===== src/rtl/alu3_sequencer_if.sv =====
// alu3_sequencer_if: switch/LED/seven-segment bundle for the three-step ALU sequencer.
// The board side (bench or top-level pad ring) uses the master modport;
// the sequencer core uses the slave modport.
interface alu3_sequencer_if;
   logic [7:0] SWI;
   logic [7:0] LED;
   logic [7:0] SEG;

   modport master (output SWI, input LED, input SEG);
   modport slave  (input SWI, output LED, output SEG);
endinterface


===== src/rtl/alu3_sequencer.sv =====
// alu3_sequencer: step-switch driven 3-bit signed ALU.
// The operator captures A, then B and the opcode, with one step press each.
// The block then computes for one cycle and shows the result for HOLD_CYCLES cycles.
// Optional feature: define ALU3_SEQ_OPCOUNT_EN to show a 2-bit operation
// counter on LED[7:6]. Without it, those LEDs read 00.
module alu3_sequencer #(
   parameter int HOLD_CYCLES = 8
) (
   input logic           clk_2,
   input logic           reset,
   alu3_sequencer_if.slave bus
);

   typedef enum logic [1:0] {
      IDLE   = 2'b00,
      WAIT_B = 2'b01,
      EXEC   = 2'b10,
      SHOW   = 2'b11
   } state_t;

   localparam logic [7:0] HOLD_LAST = 8'(HOLD_CYCLES - 1);

   // Step-switch synchroniser, edge detector and post-reset arming
   logic       sync1_q;
   logic       sync2_q;
   logic       prev_q;
   logic [1:0] fill_q;
   logic       armed_q;
   logic       stepPulse;

   // Sequencer state and datapath registers
   state_t     state_q;
   logic [2:0] opA_q;
   logic [2:0] opB_q;
   logic [1:0] opSel_q;
   logic [2:0] result_q;
   logic       ovf_q;
   logic [7:0] seg_q;
   logic [7:0] holdCnt_q;
   logic [1:0] ledTop;

   // Next values for the result registers, loaded only in EXEC
   logic [2:0] result_d;
   logic       ovf_d;
   logic [7:0] seg_d;
   logic [2:0] sum;
   logic [2:0] diff;

   // Bits SWI[2:1] have no function
   logic       unusedSwi;
   assign unusedSwi = ^bus.SWI[2:1];

`ifdef ALU3_SEQ_OPCOUNT_EN
   logic [1:0] opCount_q;
   assign ledTop = opCount_q;
`else
   assign ledTop = 2'b00;
`endif

   // Seven-segment code for a 3-bit signed value, or the overflow code
   function automatic logic [7:0] segCode(input logic [2:0] value, input logic ovf);
      logic [7:0] code;
      if (ovf) begin
         code = 8'hBF;
      end else begin
         case (value)
            3'b100:  code = 8'hE6;
            3'b101:  code = 8'hCF;
            3'b110:  code = 8'hDB;
            3'b111:  code = 8'h86;
            3'b000:  code = 8'h3F;
            3'b001:  code = 8'h06;
            3'b010:  code = 8'h5B;
            default: code = 8'h4F;
         endcase
      end
      return code;
   endfunction

   // A step is a rising edge of the synchronised switch.
   // No step can fire until the switch has been seen low after reset.
   assign stepPulse = armed_q & sync2_q & ~prev_q;

   // Two-flop synchroniser, edge history and arming.
   // fill_q waits two cycles for the synchroniser to fill, so cleared reset
   // values are never taken as a genuine "switch low" observation.
   always_ff @(posedge clk_2 or posedge reset) begin
      if (reset) begin
         sync1_q <= 1'b0;
         sync2_q <= 1'b0;
         prev_q  <= 1'b0;
         fill_q  <= 2'b00;
         armed_q <= 1'b0;
      end else begin
         sync1_q <= bus.SWI[0];
         sync2_q <= sync1_q;
         prev_q  <= sync2_q;
         fill_q  <= {fill_q[0], 1'b1};
         armed_q <= armed_q | (fill_q[1] & ~sync2_q);
      end
   end

   // ALU on the captured operands.
   // Overflow for add/subtract is signed overflow on the effective B sign.
   always_comb begin
      result_d = 3'b000;
      ovf_d    = 1'b0;
      sum      = opA_q + opB_q;
      diff     = opA_q - opB_q;
      case (opSel_q)
         2'b00: begin
            result_d = sum;
            ovf_d    = (opA_q[2] == opB_q[2]) && (sum[2] != opA_q[2]);
         end
         2'b01: begin
            result_d = diff;
            ovf_d    = (opA_q[2] == ~opB_q[2]) && (diff[2] != opA_q[2]);
         end
         2'b10:   result_d = opA_q & opB_q;
         default: result_d = opA_q | opB_q;
      endcase
      seg_d = segCode(result_d, ovf_d);
   end

   // Sequencer FSM. Result, overflow and SEG are all registered and change only in EXEC.
   always_ff @(posedge clk_2 or posedge reset) begin
      if (reset) begin
         state_q   <= IDLE;
         opA_q     <= 3'b000;
         opB_q     <= 3'b000;
         opSel_q   <= 2'b00;
         result_q  <= 3'b000;
         ovf_q     <= 1'b0;
         seg_q     <= 8'h3F;
         holdCnt_q <= 8'd0;
`ifdef ALU3_SEQ_OPCOUNT_EN
         opCount_q <= 2'b00;
`endif
      end else begin
         case (state_q)
            IDLE: begin
               if (stepPulse) begin
                  opA_q   <= bus.SWI[7:5];
                  state_q <= WAIT_B;
               end
            end
            WAIT_B: begin
               if (stepPulse) begin
                  opB_q   <= bus.SWI[7:5];
                  opSel_q <= bus.SWI[4:3];
                  state_q <= EXEC;
               end
            end
            EXEC: begin
               result_q  <= result_d;
               ovf_q     <= ovf_d;
               seg_q     <= seg_d;
               holdCnt_q <= 8'd0;
               state_q   <= SHOW;
`ifdef ALU3_SEQ_OPCOUNT_EN
               opCount_q <= opCount_q + 2'b01;
`endif
            end
            SHOW: begin
               if (stepPulse) begin
                  opA_q   <= bus.SWI[7:5];
                  state_q <= WAIT_B;
               end else if (holdCnt_q == HOLD_LAST) begin
                  state_q <= IDLE;
               end else begin
                  holdCnt_q <= holdCnt_q + 8'd1;
               end
            end
            default: state_q <= IDLE;
         endcase
      end
   end

   assign bus.LED = {ledTop, state_q, ovf_q, result_q};
   assign bus.SEG = seg_q;

endmodule


===== src/flat_wrapper.sv =====
// flat-port wrapper written by rule: the top's interface ports become plain ports
module alu3_sequencer_flat 
#(
   parameter int HOLD_CYCLES = 8
)
  (clk_2, reset, bus_SWI, bus_LED, bus_SEG);
  alu3_sequencer_if bus_i ();
  input logic clk_2;
  input logic reset;
  input wire logic [$bits(bus_i.SWI)-1:0] bus_SWI;
  output wire logic [$bits(bus_i.LED)-1:0] bus_LED;
  output wire logic [$bits(bus_i.SEG)-1:0] bus_SEG;
  assign bus_i.SWI = bus_SWI;
  assign bus_LED = bus_i.LED;
  assign bus_SEG = bus_i.SEG;
  alu3_sequencer #(.HOLD_CYCLES(HOLD_CYCLES)) u_core (.clk_2(clk_2), .reset(reset), .bus(bus_i));
endmodule

===== config.mk =====
export PLATFORM = sky130hd
export DESIGN_NAME = alu3_sequencer_flat
export DESIGN_NICKNAME = d
export VERILOG_FILES = /design/src/rtl/alu3_sequencer_if.sv /design/src/rtl/alu3_sequencer.sv /design/src/flat_wrapper.sv
export SDC_FILE = /design/constraint.sdc
export NUM_CORES = 1
export LEC_CHECK = 0
export CAP_MARGIN = 10
export CORE_MARGIN = 2
export CORE_UTILIZATION = 49
export CTS_CLUSTER_DIAMETER = 150
export CTS_CLUSTER_SIZE = 10
export DETAILED_ROUTE_END_ITERATION = 8
export GPL_TIMING_DRIVEN = 0
export HOLD_SLACK_MARGIN = 0.12
export PLACE_DENSITY = 0.76
export RECOVER_POWER = 50
export REMOVE_ABC_BUFFERS = 1
export SLEW_MARGIN = 20
export SYNTH_ARGS = -nofsm -noshare
export SYNTH_HDL_FRONTEND = slang
export SYNTH_SLANG_ARGS = --single-unit

===== constraint.sdc =====
create_clock -name clk_2 -period 2.1 [get_ports clk_2]
set_input_delay 0.42 -clock clk_2 [delete_from_list [all_inputs] [get_ports clk_2]]
set_output_delay 0.42 -clock clk_2 [all_outputs]
set_load 0.02 [all_outputs]

== Word level (Yosys, flattened, before mapping) ==
Index checks and enable logic that the tools add are counted.

* Bits in registers: 36
* Input port bits: 10
* Output and inout bits: 16

* Add/subtract/negate cells: 3
* Equal/unequal tests: 21
* Multiplexer cells: 12
* Bitwise gates (word level): 9
* Reductions and logical operators: 11

{| class="wikitable"
|+ Operators by type and width
! operator !! count
|-
| $pmux W8 S7 || 1
|-
| $mux W8 || 3
|-
| $pmux W8 S2 || 1
|-
| $eq A3 B3 Y1 const B || 4
|-
| $pmux W3 S3 || 1
|-
| $add A8 B1 Y8 const B || 1
|-
| $eq A8 B3 Y1 const B || 1
|-
| $mux W2 || 4
|-
| $pmux W2 S4 || 1
|-
| $eq A2 B2 Y1 const B || 3
|-
| $reduce_and A3 Y1 || 2
|-
| $eq A2 B1 Y1 const B || 2
|-
| $logic_not A2 Y1 || 2
|-
| $ne A2 B1 Y1 const B || 2
|-
| $ne A2 B2 Y1 const B || 2
|-
| $reduce_and A2 Y1 || 2
|-
| $add A3 B3 Y3 || 1
|-
| $and A1 B1 Y1 || 3
|-
| $and A3 B3 Y3 || 1
|-
| $eq A3 B1 Y1 const B || 1
|-
| $eq A3 B2 Y1 const B || 1
|-
| $logic_not A3 Y1 || 1
|-
| $ne A3 B1 Y1 const B || 1
|-
| $not A1 Y1 || 3
|-
| other kinds (9) || 12
|}

== Logic depth before layout (Yosys ltp) ==
* Depth in word-level cells: 5
* Gate-level depth with buffers: 9
* Gate-level depth less buffers: 9

== Worst setup path after synthesis ==
No wires, ideal clock.

* Path kind: register to register
* Start point: reg u_core.opA_q[0]
* End point: reg u_core.seg_q[6], in the netlist u_core.bus.SEG[6]
* Data arrival time: 1.970 ns
* Path slack: 0.030 ns
* Cell stages (with the launch flop): 10
* Path buffers: 0
* Clock period less this slack: 2.070 ns
* Path through: dfrtp_1 > inv_1 > ha_1 > inv_1 > fa_1 > and2_1 > or4_4 > nand3_2 > o21ai_1 > o32ai_1

* Longest elaborated chain between the ends: 5
* Elaborated cells between the ends (all ways): 19
* Classes of those cells: add/sub: 2; eq/ne: 8; mux: 4; bitwise: 2; reduce/logical: 3

{| class="wikitable"
|+ RTL lines
! element !! RTL line !! text
|-
| start: declaration || alu3_sequencer.sv:33 || <nowiki>logic [2:0] opA_q;</nowiki>
|-
| start signal: assignment || alu3_sequencer.sv:143 || <nowiki>opA_q <= bus.SWI[7:5];</nowiki>
|-
| start signal: assignment || alu3_sequencer.sv:166 || <nowiki>opA_q <= bus.SWI[7:5];</nowiki>
|-
| $sub A3 B3 Y3, or another cell as far along || alu3_sequencer.sv:109 || <nowiki>diff = opA_q - opB_q;</nowiki>
|-
| $pmux W3 S3, or another cell as far along || alu3_sequencer.sv:110 || <nowiki>case (opSel_q)</nowiki>
|-
| $eq A3 B2 Y1, or another cell as far along || alu3_sequencer.sv:66 || <nowiki>case (value)</nowiki>
|-
| $pmux W8 S7 / $pmux W1 S2 (equally long branches) || alu3_sequencer.sv:66, alu3_sequencer.sv:110 ||
|-
| $mux W8 * || alu3_sequencer.sv:63 || <nowiki>if (ovf) begin</nowiki>
|-
| end signal: assignment || alu3_sequencer.sv:157 || <nowiki>seg_q <= seg_d;</nowiki>
|-
| end: declaration || alu3_sequencer.sv:38 || <nowiki>logic [7:0] seg_q;</nowiki>
|}

Every way passes the cells marked *; elsewhere a longest branch is shown, timed or not.
A chain may end at the register's enable or synchronous reset.

== Worst setup path in the final report ==
* Start point: reg u_core.opA_q[0]
* End point: reg u_core.seg_q[3], in the netlist u_core.bus.SEG[3]

The elaborated chain is that of the path after synthesis.

==> results.yml <==
drt:
  drc_errors: 0
  via_count: 1394
  wl_um: 3820
  first_pass_iters: 4
  post_drt_wl_per_cell_um: 14.9
  via_per_inst: 5.42
  highest_layer: "met4"
  drt-initial-drc-count: 77
  ant_nets: 0
  drt-met1-wl_um: 1600
  routed-wl-met2_um: 2040
  met3_length_um: 113
final_layout:
  post_route_cells_drive_above_1_share: 0.292
  antenna_cells: 0
  utilization: 0.653
  final_nets: 234
  nFillCells: 262
  stdcell_count: 257
  area_delta_synth_final_pct: 28.1
synthesis:
  synthTopCellsByCount: "30 x dfrtp_1, 17 x nor2_1, 14 x ha_1, 14 x inv_1, 11 x nand2_1"
  seq_area_frac_synth: 0.458
  yosys_warnings: 0
  synth_area_leaders: "dfrtp_1 40%, ha_1 9.4%, dfstp_2 5.6%"
  synth_top_area_cell: "dfrtp_1"
  synth_cells: 175
  yosys.cell_count.top_type: "dfrtp_1"
  synth_top_area_frac: 0.402
  synthArstFlopShare: 1.00
  netlist_area_mm2: 0.00187
  ys.flop_type: "dfrtp_1"
  syn_avg_cell_area_um2: 10.7
  yosysUniqueCellTypes: 48
  synth-seq-cells: 34
  synth-edff-count: 0
worst_setup_path:
  crit_required_ns: 2.31
  startpoint_type: "flop"
  critical_path.cell_chain: "buf_6 -> ha_4 -> fa_2 -> nor3_2 -> a31oi_2 -> a211o_1 -> a41o_1 -> a21oi_1"
  cp_slowest_cell: "dfrtp_1"
  rr_startpoint: "u_core.opA_q[0]"
  reg2reg_to: "u_core.bus.SEG[3]"
  path_delay_family: "compound AO/OA/AOI/OAI gates"
  path_class: "reg -> reg"
  r2r_slack_ns: -0.11
  crit_start: "u_core.opA_q[0]"
  endpoint: "u_core.bus.SEG[3]"
  endpoint_kind: "flop"
  worst-path-stages: 8
  rr_worst_depth: 8
  cp_max_fo: 3
  critPathMaxStageDelay_ns: 0.40
  arrival_ns: 2.42
  critPathBufInv: 1
sta:
  layout_min_cycle_time_ns: 2.21
  finalSetupViolCount: 6
  relSlewSlack: 0.160
  slew_violations: 0
  tightest_slew_ns: 1.26
  finClkSkew_ns: 0.00845
  timing.final.ws_setup_ns: -0.107
  fmax_mhz: 453
  rsz0062_at_grt: "true"
  finalCritPeriodShare: 1.05
  hold_viol_final: 0
hold_path:
  hp-class: "reg -> reg"
  worstHoldStart: "u_core.fill_q[0]"
  worstHoldPathCells: 0
global_route:
  grt_max_degree: 35
  grt.overflow.total: 0
  grt_pass1_wl_um: 6500
  grt_util_all_layers: 0.199
  antenna_found_initial: 0
  grt_pass1_vias: 1452
power_and_ir_drop:
  powerDensity_mw_per_mm2: 1770
  vdd_drop_max_mv: 0.756
  power_leakage_nw: 1.05
clock_tree:
  clkTransAtPathRegs_ns: 0.07
  cts_inserted_buffers: 5
  cts_root_buffer: "clkbuf_8"
  clk_path_buf_depth: 2
  holdBufCountCts: 0
  insertion_delay_ns: 0.29
  h-tree-depth: 2
  cts_tree: "built"
  cts.sinks: 34
floorplanning:
  core_mm2: 0.00366
  start_util: 0.510
  num_rows: 22
  die_y_um: 65.7
  io_pins: 26
  die_area_mm2: 0.00432
  die_x_um: 65.7
place:
  dp_cells: 236
  hpwl_um: 2400
  portBuffers: 20
  gp_congestion: 0.795
job:
  drv_cap: 0
status:
  status: "complete, but fails checks"
  violations: "setup timing"
-- layout make-up --
type	instances	area (µm²)	area share
Tap cell	48	60.1	0.0251
Clock buffer	7	86.3	0.0361
Multi-Input combinational cell	120	1020	0.426
Sequential cell	34	857	0.358
Inverter	14	52.6	0.0220
Clock inverter	1	5.00	0.00209
Timing Repair Buffer	33	313	0.131
-- routing by layer --
layer | up-vias | track usage
li1 | 657 | -
met1 | 700 | 0.242
met2 | 31 | 0.331
met3 | 6 | 0.0428
met4 | 0 | 0.0990
met5 | - | 0
-- worst min path at each step --
stage | slack, ns | endpoint
floorplan | 0.33 | u_core.fill_q[1]
global placement | 0.33 | u_core.fill_q[1]
detailed placement | 0.34 | u_core.fill_q[1]
CTS | 0.36 | u_core.fill_q[1]
global route | 0.37 | u_core.fill_q[1]
finish | 0.35 | u_core.fill_q[1]
-- logic make-up (layout without fill, tap and decap cells) --
group,count (synthesis),in the layout,synth area share
simple gates,50,50,0.141
flops,34,34,0.458
compound gates,33,33,0.123
buf+inv,23,55,0.0583
fa+ha+maj,16,16,0.115
mux,11,11,0.0717
xor+xnor,6,6,0.0281
other cells,2,4,0.00402
-- worst register-to-register path: stages, from the launching register on --
cell	delay [ns]
dfrtp_1	0.40
buf_6	0.13
ha_4	0.15
fa_2	0.37
nor3_2	0.20
a31oi_2	0.07
a211o_1	0.39
a41o_1	0.28
a21oi_1	0.15
-- power breakdown --
| group | total (W) | switching (W) | internal (W) |
|---|---|---|---|
| registers | 0.00118 | 0.000268 | 0.000908 |
| clock network | 0.000495 | 0.000231 | 0.000264 |
| logic | 0.00256 | 0.00128 | 0.00128 |
-- sequential cells by signal, indices dropped and copies added (netlist names), 2 cells and up --
register / flops
u_core.bus.SEG: 6
u_core.fill_q: 2
u_core.holdCnt_q: 8
u_core.opA_q: 3
u_core.opB_q: 3
u_core.opSel_q: 2
u_core.result_q: 3
u_core.state_q: 2
-- layout by cell type, fill, tap and decap left out, drive strengths merged, types with 4 or more instances in the layout --
cell,n
mux2,9
conb,4
dfstp,4
a21oi,7
xnor2,4
nand3,5
dfrtp,30
clkdlybuf4s50,18
a31oi,4
o21ai,8
inv,14
buf,13
nand2,11
nor2,17
ha,14
clkbuf,7
-- through the flow --
step	area (µm²)	total power [W]	hold slack, ns	worst slack (ns)	setup TNS [ns]
detailed placement	2080	0.00300	0.342	-0.159	-0.569
global placement	2080	0.00289	0.334	-0.0884	-0.235
floorplan	1820	0.00245	0.331	0.0213	0
finish	2390	0.00423	0.354	-0.107	-0.233
CTS	2300	0.00390	0.357	-0.0983	-0.459
global route	2390	0.00455	0.372	-0.203	-0.708
-- repair_timing --
action,CTS,global route
pin swaps,7,10
endpoints found under the hold margin,0,0
buffers inserted,10,3
resized for setup,14,15
endpoints found under the setup margin,8,12
Power figures use the tool's default switching activity.
